### src/rtl/fetch_unit_if.sv
// Instruction-bus handshake between the fetch stage (master) and the
// instruction memory (slave). Signal names follow the master's view.
interface fetch_unit_if #(
  parameter int PC_W = 12
) ();
  logic            inst_cyc_o;
  logic            inst_stb_o;
  logic [PC_W-1:0] inst_adr_o;
  logic            inst_ack_i;

  modport master (output inst_cyc_o, inst_stb_o, inst_adr_o, input inst_ack_i);
  modport slave  (input inst_cyc_o, inst_stb_o, inst_adr_o, output inst_ack_i);
endinterface

### src/rtl/fetch_unit.sv
// Gumnut instruction-fetch stage: program counter, return stack and
// instruction-bus master. All state advances only when ClkEn_i is high.
module fetch_unit #(
  parameter int              PC_W        = 12,
  parameter int              STACK_DEPTH = 8,
  parameter logic [PC_W-1:0] RESET_PC    = '0,
  parameter logic [PC_W-1:0] INT_VECTOR  = PC_W'(1)
) (
  input  logic            clk_i,
  input  logic            rst_i,
  input  logic            ClkEn_i,
  input  logic            fetch_req_i,
  input  logic [2:0]      pc_c_i,
  input  logic [PC_W-1:0] addr_i,
  input  logic [7:0]      disp_i,
  fetch_unit_if.master    bus,
  output logic            fetch_done_o,
  output logic [PC_W-1:0] pc_o,
  output logic            stk_full_o,
  output logic            stk_empty_o,
  output logic            stk_err_o
);
  localparam int SP_W = $clog2(STACK_DEPTH);
  localparam logic [SP_W:0] SP_ONE  = (SP_W+1)'(1);
  localparam logic [SP_W:0] SP_FULL = (SP_W+1)'(STACK_DEPTH);

  localparam logic [2:0] C_BR   = 3'd1;
  localparam logic [2:0] C_JMP  = 3'd2;
  localparam logic [2:0] C_JSB  = 3'd3;
  localparam logic [2:0] C_RET  = 3'd4;
  localparam logic [2:0] C_RETI = 3'd5;
  localparam logic [2:0] C_INT  = 3'd6;

  typedef enum logic {S_IDLE, S_FETCH} state_t;

  state_t            r_state;
  logic [PC_W-1:0]   r_pc;
  logic [SP_W:0]     r_sp;
  logic [PC_W-1:0]   r_stk [STACK_DEPTH];
  logic              r_done;
  logic              r_err;

  state_t            w_state_nxt;
  logic [PC_W-1:0]   w_pc_nxt;
  logic              w_push;
  logic              w_pop;
  logic              w_err_set;
  logic              w_done_nxt;
  logic              w_full;
  logic              w_empty;
  logic [SP_W-1:0]   w_top;
  logic [PC_W-1:0]   w_disp_ext;

  assign w_full     = (r_sp == SP_FULL);
  assign w_empty    = (r_sp == '0);
  assign w_top      = SP_W'(r_sp - SP_ONE);
  assign w_disp_ext = PC_W'($signed(disp_i));

  // The PC command is resolved before a same-cycle fetch request, so the
  // first bus address is already the updated PC.
  always_comb begin
    w_state_nxt = r_state;
    w_pc_nxt    = r_pc;
    w_push      = 1'b0;
    w_pop       = 1'b0;
    w_err_set   = 1'b0;
    w_done_nxt  = 1'b0;
    case (r_state)
      S_IDLE: begin
        case (pc_c_i)
          C_BR:  w_pc_nxt = r_pc + w_disp_ext;
          C_JMP: w_pc_nxt = addr_i;
          C_JSB, C_INT: begin
            w_pc_nxt = (pc_c_i == C_JSB) ? addr_i : INT_VECTOR;
            if (w_full) w_err_set = 1'b1;
            else        w_push    = 1'b1;
          end
          C_RET, C_RETI: begin
            if (w_empty) begin
              w_err_set = 1'b1;
            end else begin
              w_pop    = 1'b1;
              w_pc_nxt = r_stk[w_top];
            end
          end
          default: ;
        endcase
        if (fetch_req_i) w_state_nxt = S_FETCH;
      end
      S_FETCH: begin
        if (bus.inst_ack_i) begin
          w_pc_nxt    = r_pc + PC_W'(1);
          w_done_nxt  = 1'b1;
          w_state_nxt = S_IDLE;
        end
      end
      default: w_state_nxt = S_IDLE;
    endcase
  end

  always_ff @(posedge clk_i or negedge rst_i) begin
    if (!rst_i) begin
      r_state <= S_IDLE;
      r_pc    <= RESET_PC;
      r_sp    <= '0;
      r_done  <= 1'b0;
      r_err   <= 1'b0;
    end else if (ClkEn_i) begin
      r_state <= w_state_nxt;
      r_pc    <= w_pc_nxt;
      r_done  <= w_done_nxt;
      if (w_push)     r_sp <= r_sp + SP_ONE;
      else if (w_pop) r_sp <= r_sp - SP_ONE;
      if (w_err_set)  r_err <= 1'b1;
    end
  end

  // Stack storage needs no reset: an entry is only read after it was pushed.
  always_ff @(posedge clk_i) begin
    if (ClkEn_i && w_push) r_stk[r_sp[SP_W-1:0]] <= r_pc;
  end

  assign bus.inst_cyc_o = (r_state == S_FETCH);
  assign bus.inst_stb_o = (r_state == S_FETCH);
  assign bus.inst_adr_o = r_pc;
  assign fetch_done_o   = r_done;
  assign pc_o           = r_pc;
  assign stk_full_o     = w_full;
  assign stk_empty_o    = w_empty;
  assign stk_err_o      = r_err;
endmodule

### src/flat_wrapper.sv
// flat-port wrapper written by rule: the top's interface ports become plain ports
module fetch_unit_flat 
#(
  parameter int              PC_W        = 12,
  parameter int              STACK_DEPTH = 8,
  parameter logic [PC_W-1:0] RESET_PC    = '0,
  parameter logic [PC_W-1:0] INT_VECTOR  = PC_W'(1)
)
  (clk_i, rst_i, ClkEn_i, fetch_req_i, pc_c_i, addr_i, disp_i, fetch_done_o, pc_o, stk_full_o, stk_empty_o, stk_err_o, bus_inst_cyc_o, bus_inst_stb_o, bus_inst_adr_o, bus_inst_ack_i);
  fetch_unit_if #(.PC_W(PC_W)) bus_i ();
  input  logic clk_i;
  input  logic rst_i;
  input  logic ClkEn_i;
  input  logic fetch_req_i;
  input  logic [2:0] pc_c_i;
  input  logic [PC_W-1:0] addr_i;
  input  logic [7:0] disp_i;
  output logic fetch_done_o;
  output logic [PC_W-1:0] pc_o;
  output logic stk_full_o;
  output logic stk_empty_o;
  output logic stk_err_o;
  output wire logic [$bits(bus_i.inst_cyc_o)-1:0] bus_inst_cyc_o;
  output wire logic [$bits(bus_i.inst_stb_o)-1:0] bus_inst_stb_o;
  output wire logic [$bits(bus_i.inst_adr_o)-1:0] bus_inst_adr_o;
  input wire logic [$bits(bus_i.inst_ack_i)-1:0] bus_inst_ack_i;
  assign bus_inst_cyc_o = bus_i.inst_cyc_o;
  assign bus_inst_stb_o = bus_i.inst_stb_o;
  assign bus_inst_adr_o = bus_i.inst_adr_o;
  assign bus_i.inst_ack_i = bus_inst_ack_i;
  fetch_unit #(.PC_W(PC_W), .STACK_DEPTH(STACK_DEPTH), .RESET_PC(RESET_PC), .INT_VECTOR(INT_VECTOR)) u_core (.clk_i(clk_i), .rst_i(rst_i), .ClkEn_i(ClkEn_i), .fetch_req_i(fetch_req_i), .pc_c_i(pc_c_i), .addr_i(addr_i), .disp_i(disp_i), .bus(bus_i), .fetch_done_o(fetch_done_o), .pc_o(pc_o), .stk_full_o(stk_full_o), .stk_empty_o(stk_empty_o), .stk_err_o(stk_err_o));
endmodule
### config.mk
export PLATFORM = sky130hd
export DESIGN_NAME = fetch_unit_flat
export DESIGN_NICKNAME = d
export VERILOG_FILES = /design/src/rtl/fetch_unit_if.sv /design/src/rtl/fetch_unit.sv /design/src/flat_wrapper.sv
export SDC_FILE = /design/constraint.sdc
export NUM_CORES = 1
export LEC_CHECK = 0
export ABC_AREA = 1
export BUFFER_PORTS_ARGS = -buffer_cell sky130_fd_sc_hd__buf_4
export CAP_MARGIN = 10
export CELL_PAD_IN_SITES_DETAIL_PLACEMENT = 1
export CELL_PAD_IN_SITES_GLOBAL_PLACEMENT = 2
export CORE_MARGIN = 10
export CORE_UTILIZATION = 37
export DETAILED_ROUTE_END_ITERATION = 8
export PLACE_DENSITY_LB_ADDON = 0.1
export SLEW_MARGIN = 20
export SYNTH_ARGS = -nofsm -noshare
export SYNTH_HDL_FRONTEND = slang
export SYNTH_SLANG_ARGS = --single-unit
### constraint.sdc
create_clock -name clk_i -period 3.66 [get_ports clk_i]
set_input_delay 0.732 -clock clk_i [delete_from_list [all_inputs] [get_ports clk_i]]
set_output_delay 0.732 -clock clk_i [all_outputs]
set_load 0.03 [all_outputs]
==> results of run 1 <==
## layout by cell type (no fill, tap or decap), types with 3 or more instances in the layout
cell type  netlist  routed
nor3_2           0       4
buf_4           13      74
nand3_1         62      62
ha_1            14      14
o211ai_1        12      12
inv_6            1       7
inv_2            3       3
o21ai_0         48      48
bufinv_16        0       4
inv_1           58      58
xor2_1           7       6
clkinv_4         0       3
nand2_1        154     154
nand4_1          5       5
a21oi_1         27      27
clkbuf_16        0      17
dfrtp_1         19      19
nor2_1         103     103
edfxtp_1        96      96
## flip-flops by register name, summed over array words and instances, names as in the netlist
register	count
u_core.stk_err_o	1
u_core.bus.inst_adr_o	12
u_core.r_stk	96
u_core.r_sp	4
u_core.fetch_done_o	1
u_core.bus.inst_cyc_o	1
## area by class of cell
class	count	area share
timing repair buffer	74	0.0752
multi-input combinational	463	0.313
inverter	63	0.0327
clock buffer	17	0.0576
tap	220	0.0373
clock inverter	15	0.0295
sequential	115	0.455
## worst max-delay path, stage by stage, from the launching register on
cell,delay [ps]
dfrtp_1,450
inv_1,140
ha_1,300
nand2_4,160
nor2_4,50
nor3_4,340
nand3_1,210
nor3_2,730
## cells by family after synthesis
| logic type | after synthesis |
|---|---|
| fa+ha+maj | 15 |
| flops | 115 |
| buf+inv | 103 |
| compound gates | 95 |
| xor+xnor | 9 |
| simple gates | 344 |
## path summary, 6_finish.rpt
check	from	to	slack (ps)	depth (start not counted)
hold / removal	rst_i	u_core.r_sp[3]	210	1
max in group asynchronous	rst_i	u_core.bus.inst_adr_o[8]	3190	1
hold reg to reg	u_core.stk_err_o	u_core.stk_err_o	470	1
min in group clk_i	u_core.stk_err_o	u_core.stk_err_o	470	1
setup / recovery	u_core.r_sp[1]	u_core.r_stk[6][1]	900	7
setup reg to reg	u_core.r_sp[1]	u_core.r_stk[6][1]	900	7
## power breakdown
| group | internal [mW] | total [mW] | switching [mW] | leakage, nW |
|---|---|---|---|---|
| clock network | 1.16 | 1.80 | 0.641 | 0.312 |
| registers | 1.69 | 2.02 | 0.322 | 1.09 |
| logic | 1.00 | 3.17 | 2.17 | 1.71 |
| total | 3.86 | 6.99 | 3.14 | 3.12 |
## routing by layer
metal / GRT usage / part of all wire / up-vias
met1: 0.213 / 0.46 / 2420
met3: 0.0258 / 0.025 / 9
li1: - / - / 2374
met5: 0 / 0 / -
met4: 0.0550 / 0.0084 / 0
met2: 0.301 / 0.51 / 82
## per-stage QoR
step / power, mW / utilization / instances
global placement: 5.15 / 0.411 / 935
floorplan: 4.15 / - / 681
global route: 7.48 / 0.450 / 967
detailed placement: 5.23 / 0.411 / 935
CTS: 7.07 / 0.450 / 967
finish: 6.99 / 0.450 / 967
==> summary.md, run 1 <==
| Metric | Value |
|---|---|
| Fin. Hold Viols | `0` |
| Drt total wl | `18.7 mm` |
| Syn nets | `724` |
| CTS Buffer Depth | `2` |
| Final Skew | `9.79 ps` |
| Drt pass-1 iters | `4` |
| Post-DP HPWL | `13.3 mm` |
| DR WL/cell | `19.4 microns` |
| Unrepaired setup endpoints after global routing | `no` |
| Clock Latency Late Sink | `410 ps` |
| IO Port Bufs | `57` |
| Most frequent cell after synthesis | `nand2_1` |
| Min Tclk post-route | `2760 ps` |
| Setup repair bufs after CTS | `0` |
| Main synth FF type | `edfxtp_1` |
| Worst-path clk slew | `60 ps` |
| Area growth, synth to finish | `20.4%` |
| Dpl ws | `780 ps` |
| Xor/xnor cell area share of the yosys netlist | `0.0129` |
| Max_slew headroom | `0.384` |
| Worst-Margin Slew | `918 ps` |
| Max_cap viols | `0` |
| Setup-failing EPs final | `0` |
| Post-synth EDFFs | `96` |
| Final net count | `777` |
| Slew Viols, Final | `0` |
| Diode count | `0` |
| Die H | `149 microns` |
| Outcome | `completed` |
| Hold Path Class | `input port to async pin` |
| Endpoint class of the critical path | `flip-flop` |
| # H-tree levels | `4` |
| Multiplexer area fraction after synthesis | `0` |
| ANT nets after route | `0` |
| WP data required | `3690 ps` |
| Startpoint Class | `flip-flop` |
| Synth async-reset ratio | `0.165` |
| Fin Setup TNS | `0 ps` |
| Initial core utilization | `0.374` |
| Largest family of logic cells by synthesized area | `simple AND/OR/NAND/NOR gates` |
| Sequential cell area | `3360 sq um` |
| Fmax | `362 MHz` |
| Vias per inst | `5.05` |
| CTS resizes | `0` |
| Top Ports | `58` |
| Gr ovfl total | `0` |
| Gate Count Post-Synth | `681` |
| CTS root buffer | `clkbuf_16` |
| Largest net degree at the start of global routing | `53` |
| Pleak | `3.12 nW` |
| Simple-gate share of the synthesized area | `0.240` |
| Pwr dens | `946 nW/um^2` |
| Post-route cell area | `7390 sq um` |
| Final period util | `0.754` |
| First-pass GRT wire length | `29.4 mm` |
| Top cells by area, synth | `edfxtp_1 (47%), nand2_1 (9.4%), dfrtp_1 (7.8%)` |
| Die width | `149 microns` |
| All-Layer GR Usage | `0.172` |
| Filler cells | `1906` |
| Post-synthesis register bit count | `115` |
| Share of cells above drive strength 1 | `0.171` |
| Full die area | `22100 sq um` |
| Row cnt | `47` |
| Hold buffer count at cts | `0` |
| GPL Wtd Cong | `0.845` |
| Post-Synth Adder-Cell Area | `0.0318` |
| Mapped cell area | `6130 sq um` |
| Seq/Total Area, Yosys | `0.548` |
| Avg Inst Size Synth | `9.01 sq um` |
| Critical Path AT | `2790 ps` |
| Distinct cells, synth | `41` |
| CP Max Fanout | `12` |
| Total number of vias | `4885` |
| Top post-synthesis cells by count | `nand2_1 (154), nor2_1 (103), edfxtp_1 (96), nand3_1 (62), inv_1 (58)` |
| Num CTS Buffers | `17` |
| Clk sinks | `115` |
| Iter 0 DRT Violations | `332` |
| Ys Warns | `0` |
| Maximum vdd drop | `0.000378 V` |
| CTS tree | `built` |
| Number of global-route vias before repair | `5334` |
| # DRC | `0` |
| Compound-Gate Fraction of Synth Area | `0.0873` |
| Critical Setup Path Class | `flip-flop to flip-flop` |
| Core region area | `16400 sq um` |
| Final worst slack | `900 ps` |
| Area of the multi-input gates | `2310 sq um` |
| Synth top area share | `0.470` |
| WHS | `214 ps` |
| Largest area contributor in the netlist | `edfxtp_1` |
| DP Area | `6740 sq um` |
| Initial antenna violation count | `0` |
No activity file was read; power rests on OpenSTA's default activity.
==> run 2, diff against run 1 <==
Clock period 3.66 ns to 2.9 ns, I/O delays scaled along.
==> run 2 against run 1 <==
  * First-iteration DRC count fell by 26%
  * Die area unchanged
  * Register-to-register slack worse by 330 ps
  * Clock power is 16% higher
  * Core utilization grew 0.13 points
  * Sequential share of layout area decreased by 0.13 points
  * Count of clock-buffer cells in the layout is 1 higher
  * Critical endpoint is now u_core.r_stk[6][4]
  * Largest cell class unchanged
  * Largest power group unchanged
==> summary.md, run 2 (synthesis gave the netlist of run 1 again) <==
| Metric | Value |
|---|---|
| Top Ports | `58` |
| Core region area | `16400 sq um` |
| Number of global-route vias before repair | `5374` |
| Pwr Total | `8.66 mW` |
| Critical Path AT | `2440 ps` |
| Final net count | `788` |
| Reg2reg end | `u_core.r_stk[6][4]` |
| Die H | `149 microns` |
| Utilization after layout | `0.452` |
| Hold buffer count at cts | `0` |
| FF-to-FF setup slack | `570 ps` |
| Fin. Hold Viols | `0` |
| Setup repair bufs after CTS | `0` |
| Final Skew | `7.66 ps` |
| Commonest non-fill, non-tap cell in the layout | `nand2_1` |
| # DRC | `0` |
| Placed Instances | `946` |
| Num CTS Buffers | `17` |
| Unrepaired setup endpoints after global routing | `no` |
| WP data required | `3000 ps` |
| Filler cells | `1899` |
| CTS tree | `built` |
| Area of the multi-input gates | `2310 sq um` |
| Worst-path clk slew | `50 ps` |
| All-Layer GR Usage | `0.173` |
| Pleak | `3.13 nW` |
| Vias per inst | `5.02` |
| Diode count | `0` |
| Startpoint Class | `flip-flop` |
| Slew Viols, Final | `0` |
| Fin Setup TNS | `0 ps` |
| Max_cap viols | `0` |
| Outcome | `completed` |
| Max_slew headroom | `0.622` |
| Largest net degree at the start of global routing | `53` |
| CP Max Fanout | `12` |
| Commonest cells after routing, fill and taps aside | `nand2_1 (154), nor2_1 (103), edfxtp_1 (96), buf_4 (85), nand3_1 (62)` |
| Setup-failing EPs final | `0` |
| Max reg flops | `96` |
| CTS resizes | `0` |
| Iter 0 DRT Violations | `247` |
| Gr ovfl total | `0` |
| Drt total wl | `18.6 mm` |
| DR WL/cell | `19.0 microns` |
| R2R cell count | `8` |
| IO Port Bufs | `57` |
| Layout Cells excl Fill | `977` |
| DP Area | `6820 sq um` |
| Area growth, synth to finish | `20.8%` |
| Endpoint class of the critical path | `flip-flop` |
| Post-route cell area | `7410 sq um` |
| Min Tclk post-route | `2330 ps` |
| Full die area | `22100 sq um` |
| Initial antenna violation count | `0` |
| CTS Buffer Depth | `2` |
| # H-tree levels | `4` |
| Row cnt | `47` |
| Worst-Margin Slew | `568 ps` |
| Die width | `149 microns` |
| Fmax | `428 MHz` |
| Final period util | `0.805` |
| Pwr dens | `1170 nW/um^2` |
| Drt pass-1 iters | `4` |
| Hold Path Class | `input port to async pin` |
| ANT nets after route | `0` |
| Sequential cell area | `3360 sq um` |
| Clk sinks | `115` |
| CTS root buffer | `clkbuf_16` |
| Post-DP HPWL | `13.4 mm` |
| Initial core utilization | `0.374` |
| First-pass GRT wire length | `29.6 mm` |
| Share of cells above drive strength 1 | `0.178` |
| GPL Wtd Cong | `0.824` |
| Maximum vdd drop | `0.000482 V` |
| Total number of vias | `4902` |
| Clock Latency Late Sink | `410 ps` |
| Reg2reg start | `u_core.r_sp[1]` |
| Critical Setup Path Class | `flip-flop to flip-flop` |
-- run 2: changes by cell type in the layout (fill, tap and decap cells not counted), sizes merged --
| cell | change |
|---|---|
| bufinv | -1 |
| clkinvlp | +3 |
| clkinv | +2 |
| buf | +11 |
| inv | -6 |
| clkbuf | +1 |
-- run 2: area by class of cell --
class / instances / share of cell area
clock buffer: 18 / 0.0579
sequential: 115 / 0.453
multi-input combinational: 463 / 0.311
timing repair buffer: 85 / 0.0861
inverter: 63 / 0.0326
tap: 220 / 0.0372
clock inverter: 13 / 0.0216
-- run 2: where the power goes --
part / total, mW / switching [mW] / internal (mW)
Clock: 2.09 / 0.746 / 1.34
Sequential: 2.37 / 0.228 / 2.14
Combinational: 4.21 / 2.86 / 1.35
-- run 2: worst max-delay path by stage --
stage | startpoint | end | slack [ps] | cells after the start
after global placement | pc_c_i[0] | u_core.r_stk[2][1] | 660 | 9
after CTS | u_core.r_sp[1] | stk_full_o | 550 | 5
after detailed placement | pc_c_i[0] | u_core.r_stk[6][3] | 570 | 9
after global routing | u_core.r_sp[1] | u_core.r_stk[4][1] | 380 | 8
final | u_core.r_sp[1] | u_core.r_stk[6][4] | 570 | 8
after floorplan | u_core.r_sp[0] | u_core.r_stk[5][0] | 50 | 9
-- run 2: per-stage QoR --
stage	hold slack, ps	setup slack (ps)
floorplan	284	45.1
detailed placement	458	569
finish	55.2	565
global route	50.8	380
global placement	448	657
CTS	49.0	551
-- run 2: per-layer routing --
layer	global-route usage	vias up	wire [microns]
li1	-	2393	-
met1	0.215	2435	8410
met2	0.298	62	9470
met3	0.0306	12	490
met4	0.0550	0	218
met5	0	-	0
-- run 2: critical path, cell delays in order (launching register included) --
cell     delay [ps]
dfrtp_1         430
inv_1           130
ha_1            280
nand2_4         150
nor2_4           50
nor3_4          340
nand3_1         230
nor3_2          170
buf_4           230
==> run 3, diff against run 2 <==
Settings changed: ABC_AREA 1 to 0, CORE_UTILIZATION 37 to 38.
Clock period 2.9 ns to 1.9 ns, I/O delays scaled along.
==> run 3 against run 2 <==
  * Sequential share of layout area is 6.1 points lower
  * Non-clock buffer count up 105
  * The run now ends with setup timing left
  * Flip-flop and latch count is the same
  * Via count is 12% lower
  * Setup slack worse by 840 ps
  * Clock power up 63%
  * Clock skew increased by 5.8 ps
  * Synthesized cell count decreased by 39%
  * Sequential power grew 46%
  * Combinational power up 89%
==> summary.md, run 3 <==
| Metric | Value |
|---|---|
| Vias per inst | `5.41` |
| Worst path bufs/invs | `2` |
| Dpl ws | `-645 ps` |
| Final net count | `637` |
| Critical Path Max Stage Delay | `520 ps` |
| # DRC | `0` |
| Hold Path Class | `input port to flip-flop` |
| Layout Cells excl Fill | `795` |
| Critical Path AT | `2470 ps` |
| Fin. Hold Viols | `0` |
| Filler cells | `1481` |
| Endpoint class of the critical path | `flip-flop` |
| Pwr dens | `1730 nW/um^2` |
| ANT nets after route | `0` |
| CTS root buffer | `clkbuf_16` |
| Post-Synth Adder-Cell Area | `0.0337` |
| Max_slew headroom | `0.203` |
| Drt pass-1 iters | `4` |
| Top post-synthesis cells by count | `edfxtp_1 (96), nor2_1 (25), nand2_1 (23), a21oi_1 (20), dfrtp_1 (19)` |
| Pleak | `3.35 nW` |
| All-Layer GR Usage | `0.185` |
| Die H | `144 microns` |
| CP Max Fanout | `11` |
| Sequential share of power | `0.233` |
| Ys Warns | `0` |
| Commonest non-fill, non-tap cell in the layout | `buf_4` |
| Compound-Gate Fraction of Synth Area | `0.104` |
| M1 GR Usage | `0.223` |
| CTS Buffer Depth | `2` |
| Gr ovfl total | `0` |
| Final worst slack | `-272 ps` |
| Outcome | `complete, but fails checks` |
| # H-tree levels | `4` |
| GRT met3 Usage | `0.0310` |
| Distinct cells, synth | `66` |
| Post-synthesis register bit count | `115` |
| Failing checks | `setup timing` |
| Area growth, synth to finish | `48.1%` |
| Fmax | `460 MHz` |
| CP top delay family | `multiplexers` |
| Sequential cell area | `3370 sq um` |
| Initial core utilization | `0.384` |
| Worst-Margin Slew | `1190 ps` |
| Unrepaired setup endpoints after global routing | `yes` |
| Post-DP HPWL | `12.5 mm` |
| Xor/xnor cell area share of the yosys netlist | `0.0211` |
| Clock share of power | `0.230` |
| DR WL/cell | `23.3 microns` |
| Main synth FF type | `edfxtp_1` |
| Mapped cell area | `5800 sq um` |
| Placed Instances | `736` |
| Full die area | `20600 sq um` |
| Largest family of logic cells by synthesized area | `multiplexers` |
| WP data required | `2200 ps` |
| Avg Inst Size Synth | `13.9 sq um` |
| Layer with the highest usage | `met2` |
| Clock Latency Late Sink | `420 ps` |
| Maximum vdd drop | `0.000729 V` |
| Drt total wl | `18.6 mm` |
| Critical Setup Path Class | `flip-flop to flip-flop` |
| Total number of vias | `4298` |
| Min Tclk post-route | `2170 ps` |
| Initial antenna violation count | `0` |
| Post-route cell area | `8590 sq um` |
| Net Sw Frac | `0.371` |
| Final period util | `1.14` |
| Startpoint Class | `flip-flop` |
| Die width | `144 microns` |
| NetSw | `5.51 mW` |
| Met2 usage | `0.330` |
| Post-synth EDFFs | `96` |
| Comb power frac | `0.537` |
| Slowest cell on the critical path | `mux4_2` |
| Most frequent cell after synthesis | `edfxtp_1` |
| DP Area | `7280 sq um` |
| Row cnt | `45` |
| Pwr Total | `14.8 mW` |
| Area of the multi-input gates | `2640 sq um` |
| Max_cap viols | `0` |
| Clk sinks | `115` |
| Gate Count Post-Synth | `418` |
| Synth top area share | `0.497` |
| Share of cells above drive strength 1 | `0.532` |
| Num CTS Buffers | `17` |
| Largest area contributor in the netlist | `edfxtp_1` |
| Slew Viols, Final | `0` |
| Setup-failing EPs final | `114` |
| Syn nets | `461` |
| Internal | `9.32 mW` |
| Core region area | `15100 sq um` |
| First-pass GRT wire length | `28.3 mm` |
| Final Skew | `13.5 ps` |
| Max reg flops | `96` |
| CTS tree | `built` |
| Top cells by area, synth | `edfxtp_1 (50%), dfrtp_1 (8.2%), mux4_2 (5.8%)` |
| Multiplexer area fraction after synthesis | `0.127` |
| Commonest cells after routing, fill and taps aside | `buf_4 (153), edfxtp_1 (96), buf_6 (23), nand2_1 (19), mux4_2 (19)` |
| IO Port Bufs | `57` |
| Diode count | `0` |
| GPL Wtd Cong | `0.828` |
| Simple-gate share of the synthesized area | `0.0900` |
| Crit-path cells | `buf_4 > buf_12 > mux4_2 > mux2_4 > a221oi_4 > and3_1 > a211oi_2` |
| Synth async-reset ratio | `0.165` |
| Top Ports | `58` |
| Number of global-route vias before repair | `4786` |
| Iter 0 DRT Violations | `251` |
| Largest net degree at the start of global routing | `20` |
| Worst-path clk slew | `70 ps` |
| Seq/Total Area, Yosys | `0.579` |
-- run 3: cell count changes after synthesis, sizes merged, moves of 13 or more --
| cell | change |
|---|---|
| buf | -13 |
| o211ai | -13 |
| nor2 | -81 |
| nand2 | -134 |
| nand3 | -55 |
| inv | -49 |
| mux4 | +24 |
| o21ai | -34 |
-- run 3: through the flow --
step	setup TNS, ps	utilization	hold slack, ps
6_report	-17720	0.569	208
5_1_grt	-24520	0.569	236
4_1_cts	-17500	0.561	197
3_5_place_dp	-12670	0.482	296
3_3_place_gp	-9110	0.482	299
2_1_floorplan	-67350	-	84.4
-- run 3: metal layers --
metal	share of wire	up-vias
met5	0	-
met4	0.018	0
met3	0.030	22
met2	0.53	82
met1	0.43	2207
li1	-	1987
-- run 3: what timing repair did --
action | CTS | global route
hold buffers | 1 | 0
resized for setup | 83 | 28
endpoints found under the setup margin | 111 | 114
pin swaps | 19 | 18
cloned | 2 | 0
hold endpoints to repair | 19 | 0
buffers inserted | 17 | 12
-- run 3: worst paths after layout --
kind                                     startpoint                  endpoint  slack (ps)  cells past startpoint
max in group asynchronous                     rst_i  u_core.bus.inst_adr_o[4]        1200                      2
worst min register to register  u_core.fetch_done_o       u_core.fetch_done_o         530                      2
worst max-delay path                 u_core.r_sp[0]  u_core.bus.inst_adr_o[9]        -270                      7
worst min-delay path                    fetch_req_i     u_core.bus.inst_cyc_o         210                      3
worst max register to register       u_core.r_sp[0]  u_core.bus.inst_adr_o[9]        -270                      7
min in group asynchronous                     rst_i  u_core.bus.inst_adr_o[9]         410                      2
-- run 3: kinds of logic (layout without fill, tap and decap cells) --
family          count (synthesis)  after routing
fa+ha+maj                      15             15
buf+inv                        47            236
compound gates                 87             87
xor+xnor                       14             14
mux                            39             39
flops                         115            115
simple gates                  101            101
-- run 3: area by class of cell --
type	count	area share
tap	188	0.0274
multi-input combinational	256	0.307
inverter	14	0.00641
clock inverter	15	0.0239
timing repair buffer	190	0.194
sequential	115	0.392
clock buffer	17	0.0495
-- run 3: worst register-to-register path: cells and delay by family (launching register included) --
family	cells	cell delay, ps
muxes	2	840
and+or+nand+nor	1	210
DFF	1	420
AOI/OAI and AO/OA	2	320
buffers and inverters	2	280
-- run 3: power by group through the flow --
stage	logic, mW	clock network [mW]	registers, mW
floorplan	3.57	0	3.91
global placement	6.39	0	3.46
detailed placement	6.52	0	3.47
CTS	7.70	3.45	3.44
global route	8.52	3.57	3.47
finish	7.96	3.41	3.46
